**config.mk**
```make
export PLATFORM = sky130hd
export DESIGN_NAME = ad1_responder
export DESIGN_NICKNAME = d
export VERILOG_FILES = /design/src/rtl/ad1_pkg.sv /design/src/rtl/ad1_sync_edge.sv /design/src/rtl/ad1_responder.sv
export SDC_FILE = /design/constraint.sdc
export NUM_CORES = 1
export LEC_CHECK = 0
export CAP_MARGIN = 25
export CORE_ASPECT_RATIO = 1.1
export CORE_UTILIZATION = 35
export CTS_CLUSTER_DIAMETER = 100
export DETAILED_ROUTE_END_ITERATION = 10
export SYNTH_ARGS = -nofsm -noshare
export SYNTH_HDL_FRONTEND = slang
export SYNTH_SLANG_ARGS = --single-unit
```
**constraint.sdc**
```tcl
create_clock -name clk_i -period 2.5 [get_ports clk_i]
set_clock_uncertainty 0.15 [all_clocks]
set_input_delay 0.5 -clock clk_i [delete_from_list [all_inputs] [get_ports clk_i]]
set_output_delay 0.5 -clock clk_i [all_outputs]
set_load 0.05 [all_outputs]
```
**src/rtl/ad1_pkg.sv**
```systemverilog
// Shared constants and FSM encoding for the PmodAD1 responder.
package ad1_pkg;

  localparam int AD1_SAMPLE_W   = 12;
  localparam int AD1_LEAD_ZEROS = 4;
  localparam int AD1_FRAME_LEN  = AD1_LEAD_ZEROS + AD1_SAMPLE_W;

  typedef enum logic [1:0] {
    ST_IDLE  = 2'd0,
    ST_SHIFT = 2'd1,
    ST_HOLD  = 2'd2
  } ad1_state_e;

endpackage

```
**src/rtl/ad1_sync_edge.sv**
```systemverilog
// Multi-stage synchronizer with rise/fall detection on the synchronized copy.
// Every flop resets to the line's idle-high level so reset never fakes an edge.
module ad1_sync_edge #(
  parameter int STAGES = 2
) (
  input  logic clk_i,
  input  logic rst_i,
  input  logic async_i,
  output logic rise_o,
  output logic fall_o
);

  logic [STAGES-1:0] sync_q;
  logic              prev_q;

  always_ff @(posedge clk_i or posedge rst_i) begin
    if (rst_i) begin
      sync_q <= {STAGES{1'b1}};
      prev_q <= 1'b1;
    end else begin
      sync_q <= {sync_q[STAGES-2:0], async_i};
      prev_q <= sync_q[STAGES-1];
    end
  end

  assign rise_o = sync_q[STAGES-1] & ~prev_q;
  assign fall_o = ~sync_q[STAGES-1] & prev_q;

endmodule

```
**src/rtl/ad1_responder.sv**
```systemverilog
// PmodAD1 slave model: replays two 12-bit samples as 16-bit serial frames,
// shifting on synchronized SCLK falling edges while CS is low.
module ad1_responder
  import ad1_pkg::*;
#(
  parameter int SYNC_STAGES = 2,
  parameter int LEAD_ZEROS  = AD1_LEAD_ZEROS
) (
  input  logic                    clk_i,
  input  logic                    rst_i,
  input  logic                    sclk_i,
  input  logic                    cs_i,
  input  logic [AD1_SAMPLE_W-1:0] sample1_i,
  input  logic [AD1_SAMPLE_W-1:0] sample2_i,
  output logic                    sdata1_o,
  output logic                    sdata2_o,
  output logic                    busy_o,
  output logic                    frame_done_o,
  output logic                    abort_o
);

  localparam int FRAME_W = LEAD_ZEROS + AD1_SAMPLE_W;
  localparam int CNT_W   = $clog2(FRAME_W);
  localparam logic [CNT_W-1:0] LAST_CNT = CNT_W'(FRAME_W - 1);

  logic sclk_fall_s, sclk_rise_unused;
  logic cs_fall_s, cs_rise_s;

  ad1_state_e         state_q, state_d;
  logic [FRAME_W-1:0] sr1_q, sr1_d, sr2_q, sr2_d;
  logic [CNT_W-1:0]   cnt_q, cnt_d;
  logic               sdata1_d, sdata2_d, busy_d, frame_done_d, abort_d;

  ad1_sync_edge #(.STAGES(SYNC_STAGES)) u_sclk_sync (
    .clk_i   (clk_i),
    .rst_i   (rst_i),
    .async_i (sclk_i),
    .rise_o  (sclk_rise_unused),
    .fall_o  (sclk_fall_s)
  );

  ad1_sync_edge #(.STAGES(SYNC_STAGES)) u_cs_sync (
    .clk_i   (clk_i),
    .rst_i   (rst_i),
    .async_i (cs_i),
    .rise_o  (cs_rise_s),
    .fall_o  (cs_fall_s)
  );

  always_ff @(posedge clk_i or posedge rst_i) begin
    if (rst_i) state_q <= ST_IDLE;
    else       state_q <= state_d;
  end

  // CS rising always wins over a coincident SCLK fall, so an abort never shifts.
  always_comb begin
    state_d = state_q;
    case (state_q)
      ST_IDLE: begin
        if (cs_fall_s) state_d = ST_SHIFT;
        else           state_d = ST_IDLE;
      end
      ST_SHIFT: begin
        if (cs_rise_s)                             state_d = ST_IDLE;
        else if (sclk_fall_s && cnt_q == LAST_CNT) state_d = ST_HOLD;
        else                                       state_d = ST_SHIFT;
      end
      ST_HOLD: begin
        if (cs_rise_s) state_d = ST_IDLE;
        else           state_d = ST_HOLD;
      end
      default: state_d = ST_IDLE;
    endcase
  end

  always_comb begin
    sr1_d = sr1_q;
    sr2_d = sr2_q;
    cnt_d = cnt_q;
    case (state_q)
      ST_IDLE: begin
        if (cs_fall_s) begin
          sr1_d = {{LEAD_ZEROS{1'b0}}, sample1_i};
          sr2_d = {{LEAD_ZEROS{1'b0}}, sample2_i};
          cnt_d = {CNT_W{1'b0}};
        end else begin
          cnt_d = cnt_q;
        end
      end
      ST_SHIFT: begin
        if (!cs_rise_s && sclk_fall_s) begin
          sr1_d = {sr1_q[FRAME_W-2:0], 1'b0};
          sr2_d = {sr2_q[FRAME_W-2:0], 1'b0};
          cnt_d = cnt_q + CNT_W'(1);
        end else begin
          cnt_d = cnt_q;
        end
      end
      default: cnt_d = cnt_q;
    endcase
  end

  always_ff @(posedge clk_i or posedge rst_i) begin
    if (rst_i) begin
      sr1_q <= {FRAME_W{1'b0}};
      sr2_q <= {FRAME_W{1'b0}};
      cnt_q <= {CNT_W{1'b0}};
    end else begin
      sr1_q <= sr1_d;
      sr2_q <= sr2_d;
      cnt_q <= cnt_d;
    end
  end

  // Outputs are decoded from next-state values so the flops add no latency.
  always_comb begin
    busy_d       = (state_d == ST_SHIFT);
    sdata1_d     = (state_d == ST_SHIFT) ? sr1_d[FRAME_W-1] : 1'b0;
    sdata2_d     = (state_d == ST_SHIFT) ? sr2_d[FRAME_W-1] : 1'b0;
    frame_done_d = (state_q == ST_SHIFT) && (state_d == ST_HOLD);
    abort_d      = (state_q == ST_SHIFT) && (state_d == ST_IDLE);
  end

  always_ff @(posedge clk_i or posedge rst_i) begin
    if (rst_i) begin
      sdata1_o     <= 1'b0;
      sdata2_o     <= 1'b0;
      busy_o       <= 1'b0;
      frame_done_o <= 1'b0;
      abort_o      <= 1'b0;
    end else begin
      sdata1_o     <= sdata1_d;
      sdata2_o     <= sdata2_d;
      busy_o       <= busy_d;
      frame_done_o <= frame_done_d;
      abort_o      <= abort_d;
    end
  end

endmodule
```
======== Word-level counts from Yosys, hierarchy flattened ========
Cells that the tools add are included.
storage, ports and cells
  logic and storage cells ................. 54
  output and inout bits ................... 5
  flip-flop bits (word level) ............. 49
operators by class
  reduce and logical (&&, ||, !) cells .... 9
  bitwise operators ....................... 6
  add/subtract/negate cells ............... 1
  mux-type cells .......................... 16
  eq/ne operators ......................... 7
operator list
  kind                   count
  $mux W16               4
  $pmux W16 S2           2
  $mux W4                2
  $pmux W4 S2            1
  $mux W2                3
  $pmux W2 S3            1
  $add A4 B1 Y4 const B  1
  $eq A2 B1 Y1 const B   2
  $eq A2 B2 Y1 const B   2
  $eq A4 B4 Y1 const B   1
  $logic_and A1 B1 Y1    4
  $logic_not A2 Y1       2
  $ne A2 B2 Y1 const B   2
  $and A1 B1 Y1          3
  $mux W1                3
  $not A1 Y1             3
  $reduce_and A3 Y1      1
  $reduce_bool A2 Y1     1
  $logic_not A1 Y1       1

======== Longest topological paths before layout ========
Gate-level depths: netlist of run 1.
  depth after elaboration ................. 8
  mapped depth ............................ 5
  depth with buffers taken out ............ 4

======== By module ========
A second synthesis of run 1 with hierarchy kept.
unflattened totals
  cell total of the unflattened synthesis .. 178
  area total of the unflattened synthesis .. 2029.4 µm²
modules (own cells, without submodules)
  module         cells each  instances  seq. area each (µm²)  area each (µm²)
  ad1_responder  166         1          1076.0                1834.3
  ad1_sync_edge  6           2          78.8                  97.6

======== Worst setup path after synthesis of run 1 ========
No wires, ideal clock.
  kind .................................... register to register
  from .................................... register state_q[0]
  to ...................................... register sr1_q[11]
  slack ................................... 0.791 ns
  arrival time ............................ 1.433 ns
  clock period less this slack ............ 1.709 ns
  stages on the path, launching flop included .. 6
  library setup time ...................... 0.126 ns
  path through ............................ dfrtp_1 > buf_2 > nor4b_4 > a21oi_2 > buf_6 > a221o_1
between the ends
  longest elaborated chain between the ends .. 3
  elaborated cells between the ends (all ways) .. 7
RTL lines
  element                                                                     line                  RTL
  start: declaration                                                          ad1_responder.sv:29   ad1_state_e state_q, state_d;
  start signal: assignment                                                    ad1_responder.sv:52   else state_q <= state_d;
  $eq A2 B1 Y1 / $logic_not A2 Y1 (equally long branches)                     ad1_responder.sv:80   case (state_q)
  $ne A2 B2 Y1 (no source line) / $reduce_bool A2 Y1 (equally long branches)  n/a
  $reduce_and A3 Y1 (no source line)                                          n/a
  end signal: assignment                                                      ad1_responder.sv:105  sr1_q <= {FRAME_W{1'b0}};
  end signal: assignment                                                      ad1_responder.sv:109  sr1_q <= sr1_d;
  end: declaration                                                            ad1_responder.sv:30   logic [FRAME_W-1:0] sr1_q, sr1_d, sr2_q, sr2_d;
Several ways; a longest one is shown, not always the timed one.
A chain may end at the register's enable or synchronous reset.

======== Final worst setup path of run 1 ========
  from .................................... register frame_done_o
  to ...................................... output frame_done_o
RTL lines
  element                   line                  RTL
  start: declaration        ad1_responder.sv:18   output logic frame_done_o,
  start signal: assignment  ad1_responder.sv:135  frame_done_o <= frame_done_d;
No word-level cell between the ends.

==> results of run 1 <==
==> logic make-up after synthesis <==
group                      synth area share, %
AOI/OAI and AO/OA                         15.4
and+or+nand+nor                           18.3
adders and majority gates                0.609
buffers and inverters                     3.60
muxes                                     2.07
DFF                                       60.1
==> sequential cells by signal, summed over array words and instances, names as in the netlist, 2 cells and up <==
| name | flops |
|---|---|
| sr1_q | 16 |
| u_sclk_sync.sync_q | 2 |
| u_cs_sync.sync_q | 2 |
| cnt_q | 4 |
| sr2_q | 16 |
| state_q | 2 |
==> synth_stat cells <==
master and count:
a211oi_1 2, a21oi_2 1, a221o_1 22, and3_1 24, and4bb_2 1, buf_2 5, buf_6 2, clkbuf_1 5
dfrtp_1 43, dfstp_2 6, ha_1 1, inv_1 2, mux2_2 2, mux2i_1 2, nand2_1 15, nand2b_1 2
nand3_1 11, nand3b_1 1, nand4bb_1 1, nor2_1 5, nor2b_1 2, nor3_1 1, nor4b_4 1, o211ai_1 3
o21ai_0 6, o21ai_1 2, o32ai_1 1, or4b_1 1
==> metrics by stage <==
| stage | util, % | instance area [µm²] |
|---|---|---|
| global route | 46.4 | 2550 |
| detailed placement | 44.8 | 2470 |
| finish | 46.4 | 2550 |
| CTS | 46.4 | 2550 |
| floorplan | - | 2050 |
| global placement | 44.8 | 2470 |
==> final cells by class <==
type                            instances  share of cell area, %
Timing Repair Buffer                   39                   15.1
Inverter                                2                  0.294
Tap cell                               75                   3.68
Multi-Input combinational cell        107                   29.2
Clock inverter                          1                  0.294
Clock buffer                            7                   2.99
Sequential cell                        49                   48.4
==> power by group through the flow <==
stage                     registers (W)  clock network (W)  logic [W]
after floorplan                0.000993                  0   0.000189
after global placement          0.00100                  0   0.000277
after detailed placement        0.00101                  0   0.000290
after CTS                      0.000997           0.000468   0.000290
after global routing            0.00101           0.000502   0.000312
final                          0.000998           0.000453   0.000284
==> worst max-delay path by stage <==
stage                     slack, ns           end
after floorplan                0.69       abort_o
after global placement         0.69      cnt_q[1]
after detailed placement       0.64      cnt_q[1]
after CTS                      0.40  frame_done_o
after global routing           0.37  frame_done_o
final                          0.42  frame_done_o
==> per-layer routing <==
metal | vias to the layer above | part of all wire (%) | GRT usage (%)
met3 | 4 | 3.8 | 3.64
met5 | - | 0 | 0
met2 | 40 | 48 | 25.8
met4 | 0 | 0.70 | 5.47
li1 | 707 | - | -
met1 | 764 | 48 | 20.8
==> results by group, run 1 <==
Outcome
  – Result of the run: finished clean

Critical path
  – Worst endpoint required time: 1.85 ns
  – Max Fanout on Critical Path: 1
  – Maximum cell stage delay along the critical path: 0.80 ns
  – Critical path, cell by cell: clkdlybuf4s50_1
  – Worst r2r src: u_sclk_sync.sync_q[1]
  – Endpoint arrival time on the critical path: about 1.4 ns
  – CP delay by family, top: buffers and inverters
  – Startpoint class of the critical path: register
  – Worst R2R End: cnt_q[1]
  – Highest-delay cell along the critical path: clkdlybuf4s50_1
  – Setup slack on the worst flop-to-flop path: 0.65 ns
  – CP Buf/Inv Count: 1
  – Number of cells on the worst reg-to-reg path: 4
  – Logic depth of the worst path, buffers included: 1
  – CP endpoint kind: primary output
  – Startpoint of the worst setup timing path: frame_done_o
  – Classification of the worst setup path: register to primary output

Pwr
  – Sequential group share of total power: 57.5%
  – Total power: 0.00174 W
  – Largest vdd supply drop: 0.257 mV
  – Switching power summed over all nets: around 0.00045 W
  – Standby leakage power: between 1 and 1.5 nW
  – Clk network pwr share: 26.1%
  – Switching share of total power: 26.1%
  – Logic pwr share: 16.4%
  – PwrDens: 681 nW/µm²
  – Cell-internal power: 0.00128 W

Placement
  – Final Wtd Congestion: about 0.81
  – Detail Placement HPWL: about 3000 µm
  – Number of placed instances, taps included: between 200 and 300
  – Setup slack after placement: 0.642 ns
  – Number of input and output port buffers inserted: 32

Drt
  – Final ANT Viol Nets: 0
  – Total detailed-routing wirelength: around 4400 µm
  – Number of vias in the routed layout: 1,515
  – Mean number of vias per cell: ~5.4
  – Drc violations: 0
  – Average wire per cell in the routed design: 15.7 µm
  – Violation count after the first detailed-route iteration: 112
  – First drt pass iteration count: 4

Floorplanning
  – Initial core utilization: 37.3%
  – Floorplan die width: 75.0 µm
  – Standard-cell rows: 28
  – Floorplan Core Area: 5500 µm²
  – Number of top-level design ports: 33
  – Overall die height: 82.3 µm
  – Die ar.: 6180 µm²

Global routing
  – Overall global routing resource usage: between 10% and 20%
  – Total overflow reported by the global router: 0
  – Number of global-route vias before repair: 1,508
  – Initial antenna violation count: 0
  – Pin count of the biggest net entering global routing: 28
  – First-pass GRT wire length: approximately 7200 µm

Yosys
  – Top post-synthesis cells by area: dfrtp_1 (52%), a221o_1 (11%), dfstp_2 (7.7%)
  – Library cells used by synthesis: 28
  – Synthesis Warnings: 0
  – Synthesized area divided by synthesized cell count: around 12 µm²
  – Number of standard cells after synthesis: 170
  – Cell type contributing the most total cell area after synthesis: dfrtp_1
  – Sequential fraction of the synthesis area: between 60 and 70%
  – Flops & latches, synth: 49
  – Net count after synthesis: 199
  – Proportion of netlist area held by the largest area contributor: 52.4%
  – Area of the mapped netlist: between 2000 and 2500 µm²

Finish
  – Total area of sequential cells: about 1200 µm²
  – Multi-input logic area: approximately 750 µm²
  – Commonest cells after routing, fill and taps aside: dfrtp_1 (43), clkdlybuf4s50_1 (32), and3_1 (24)
  – Count of filler cells inserted in the layout: 527
  – Share of cells above drive strength 1: approximately 12%
  – Leading cell type in the layout, fill and taps excluded: dfrtp_1
  – Layout area overhead: 24.2%
  – Final net count: 233
  – Final cell count without fillers: 280
  – Number of antenna cells inserted: 0

Timing
  – Max Freq: 480 MHz
  – Fraction of the cycle the final worst path needs: 83.3%
  – Final critical-path setup slack: 0.417 ns
  – Headroom to the max-slew limit: 65.9%
  – Number of hold-slack violations in the final timing report: 0
  – Final-layout worst hold slack: about 0.20 ns
  – Final Max Tran Viols: 0
  – Accumulated negative setup slack: 0 ns
  – Slew at the pin closest to its max-slew limit: 0.511 ns
  – # setup viols final: 0
  – RSZ-0062 raised after global routing: false
  – Time the final worst path needs with I/O delays and setup: 2.08 ns

Clocking
  – Longest Clk Path Bufs: 2
  – Clock-pin slew of the registers on the worst-case setup and hold paths: 0.09 ns
  – Number of hold buffers added after cts: 0
  – Cts bufs inserted: 5
  – Total of cells resized after clock tree synthesis: 0
  – Clock Latency Late Sink: ~0.30 ns
  – Setup Buffers After CTS: 0
  – Clock tree from TritonCTS: built
  – Cell at the root of the clock tree: clkbuf_8
  – Clock tree sinks: 49
  – Number of levels in the clock H-tree: 2

Run
  – Max-Cap Viols: 0

Worst hold path
  – Worst Hold Class: register to register
  – Number of cells on the worst hold path: 0
  – Worst hold path endpoint: u_sclk_sync.sync_q[1]
  – Critical hold path startpoint: u_sclk_sync.sync_q[0]
No activity file was read; power rests on OpenSTA's default activity.
==> run 2: changes to the inputs <==
==> constraint.sdc (replaced) <==
create_clock -name clk_i -period 1.95 [get_ports clk_i]
set_clock_uncertainty 0.15 [all_clocks]
set_input_delay 0.39 -clock clk_i [delete_from_list [all_inputs] [get_ports clk_i]]
set_output_delay 0.39 -clock clk_i [all_outputs]
set_load 0.05 [all_outputs]
==> run 2 against run 1 <==
Effect of this change: clock power up 35%; hold slack worse by 0.0059 ns; first-iteration DRC count shrank 8.9%; utilization increased by 0.18 points.
==> results by group, run 2 (synthesis gave the netlist of run 1 again) <==
Timing
  – Max Freq: 563 MHz
  – Headroom to the max-slew limit: 67.3% (+1.4 points)
  – # setup viols final: 0 (unchanged)
  – Final critical-path setup slack: 0.172 ns (-0.245 ns)
  – Fraction of the cycle the final worst path needs: between 90% and 100%
  – Time the final worst path needs with I/O delays and setup: roughly 1.8 ns
  – Final Max Tran Viols: 0 (unchanged)
  – RSZ-0062 raised after global routing: false
  – Slew at the pin closest to its max-slew limit: 0.489 ns (-0.0217 ns)
  – Accumulated negative setup slack: 0 ns (unchanged)
  – Number of hold-slack violations in the final timing report: 0 (unchanged)

Outcome
  – Result of the run: finished clean

Floorplanning
  – Floorplan Core Area: 5500 µm² (unchanged)
  – Number of top-level design ports: 33 (unchanged)
  – Standard-cell rows: 28 (unchanged)
  – Initial core utilization: 37.3% (unchanged)
  – Die ar.: 6180 µm² (unchanged)
  – Overall die height: 82.3 µm (unchanged)
  – Floorplan die width: 75.0 µm (unchanged)

Global routing
  – Number of global-route vias before repair: 1,530 (+1.5%)
  – Initial antenna violation count: 0 (unchanged)
  – Total overflow reported by the global router: 0 (unchanged)
  – First-pass GRT wire length: 7250 µm (+0.18%)
  – Pin count of the biggest net entering global routing: 39 (+39%)
  – Overall global routing resource usage: 15.8% (-0.044 points)

Clocking
  – Number of levels in the clock H-tree: 2 (unchanged)
  – Clock Latency Late Sink: 0.29 ns (about the same)
  – Clock-pin slew of the registers on the worst-case setup and hold paths: 0.08 ns (about the same)
  – Cts bufs inserted: 5 (unchanged)
  – Number of hold buffers added after cts: 0 (unchanged)
  – Longest Clk Path Bufs: 2 (unchanged)
  – Clock tree sinks: 49 (unchanged)
  – Clock tree from TritonCTS: built
  – Cell at the root of the clock tree: clkbuf_8

Finish
  – Number of antenna cells inserted: 0 (unchanged)
  – Commonest cells after routing, fill and taps aside: dfrtp_1 (43), clkdlybuf4s50_1 (27), and3_1 (24)
  – Leading cell type in the layout, fill and taps excluded: dfrtp_1
  – Share of cells above drive strength 1: 15.1% (+2.9 points)
  – Largest registers in the final layout: sr1_q (16), sr2_q (16), cnt_q (4)
  – Count of filler cells inserted in the layout: 509 (-3.4%)
  – Layout area overhead: 24.7%
  – Final net count: 233 (unchanged)
  – Final cell count without fillers: 280 (unchanged)

Pwr
  – PwrDens: 880 nW/µm² (+29%)
  – Largest vdd supply drop: 0.349 mV (+36%)
  – Standby leakage power: 1.19 nW (+1.8%)

Placement
  – Number of placed instances, taps included: 272 (unchanged)
  – Detail Placement HPWL: 2840 µm (-4.4%)
  – Number of input and output port buffers inserted: 32 (unchanged)
  – Final Wtd Congestion: 0.882 (+9.2%)
  – Setup slack after placement: 0.112 ns (-0.530 ns)

Worst hold path
  – Worst Hold Class: primary input to asynchronous set/reset pin

Drt
  – Mean number of vias per cell: 5.39 (-0.40%)
  – Total detailed-routing wirelength: 4320 µm (-2.0%)
  – Drc violations: 0 (unchanged)
  – Violation count after the first detailed-route iteration: 102 (-8.9%)
  – Final ANT Viol Nets: 0 (unchanged)
  – First drt pass iteration count: 4 (unchanged)
  – Average wire per cell in the routed design: 15.4 µm (-2.0%)
  – Number of vias in the routed layout: 1,509 (-0.40%)

Critical path
  – CP endpoint kind: register
  – Max Fanout on Critical Path: 23 (+22)
  – Worst endpoint required time: 1.98 ns (+0.13 ns)
  – Endpoint arrival time on the critical path: 1.80 ns (+0.37 ns)
  – Classification of the worst setup path: register to register
  – Startpoint class of the critical path: register

Run
  – Max-Cap Viols: 0 (unchanged)
-- run 2: cell types whose count changed in the layout (fill, tap and decap cells not counted), sizes merged --
cell / change
buf: +5
clkdlybuf4s50: -5
clkbuf: +1
clkinvlp: -1
-- run 2: worst paths after layout --
path	endpoint	slack, ns	startpoint	cells after the start
max	sr2_q[4]	0.17	state_q[0]	4
min reg2reg	u_cs_sync.sync_q[1]	0.21	u_cs_sync.sync_q[0]	0
min	state_q[1]	0.20	rst_i	2
max in group asynchronous	sr1_q[14]	0.98	rst_i	3
min in group clk_i	u_cs_sync.sync_q[1]	0.21	u_cs_sync.sync_q[0]	0
max reg2reg	sr2_q[4]	0.17	state_q[0]	4
-- run 2: where the power goes --
part           switching [W]  internal [W]
logic               0.000154      0.000208
registers          0.0000982       0.00118
clock network       0.000320      0.000290
-- run 2: metrics by stage --
step / total power [W] / hold slack [ns] / cell area (µm²) / utilization [%]
after floorplan: 0.00152 / 0.195 / 2050 / -
after global placement: 0.00164 / 0.196 / 2470 / 44.8
after detailed placement: 0.00166 / 0.198 / 2470 / 44.8
after CTS: 0.00227 / 0.205 / 2560 / 46.5
after global routing: 0.00237 / 0.211 / 2560 / 46.5
final: 0.00225 / 0.198 / 2560 / 46.5
-- run 2: metal layers --
| metal | wire (µm) | global-route usage (%) | vias up |
|---|---|---|---|
| li1 | - | - | 704 |
| met1 | 1960 | 20.6 | 750 |
| met2 | 2070 | 25.4 | 51 |
| met3 | 256 | 4.49 | 4 |
| met4 | 28 | 5.09 | 0 |
| met5 | 0 | 0 | - |
-- run 2: timing repair --
item                       4_1_cts  5_1_grt
gates resized for setup          0        1
setup endpoints to repair        0        2
hold endpoints to repair         0        0
setup buffers                    0        0
-- run 2: area by class of cell --
| type | count | area, µm² | share of cell area (%) |
|---|---|---|---|
| Clock buffer | 8 | 90.1 | 3.52 |
| Timing Repair Buffer | 39 | 385 | 15.1 |
| Inverter | 2 | 7.51 | 0.293 |
| Tap cell | 75 | 93.8 | 3.67 |
| Multi-Input combinational cell | 107 | 749 | 29.3 |
| Sequential cell | 49 | 1230 | 48.2 |
-- run 2: critical path, stage by stage (launching register included) --
cell      delay (ns)
dfrtp_1         0.54
and4bb_2        0.34
a21oi_2         0.08
buf_4           0.22
a221o_1         0.32
==> run 3: changes to the inputs <==
--- a/config.mk
+++ b/config.mk
@@ -5,6 +5,7 @@
 export SDC_FILE = /design/constraint.sdc
 export NUM_CORES = 1
 export LEC_CHECK = 0
+export ABC_CLOCK_PERIOD_IN_PS = 1950
 export CAP_MARGIN = 25
 export CORE_ASPECT_RATIO = 1.1
 export CORE_UTILIZATION = 35
==> results of run 3 <==
Same layout as run 2: the final DEF is identical, and so are final timing and power.
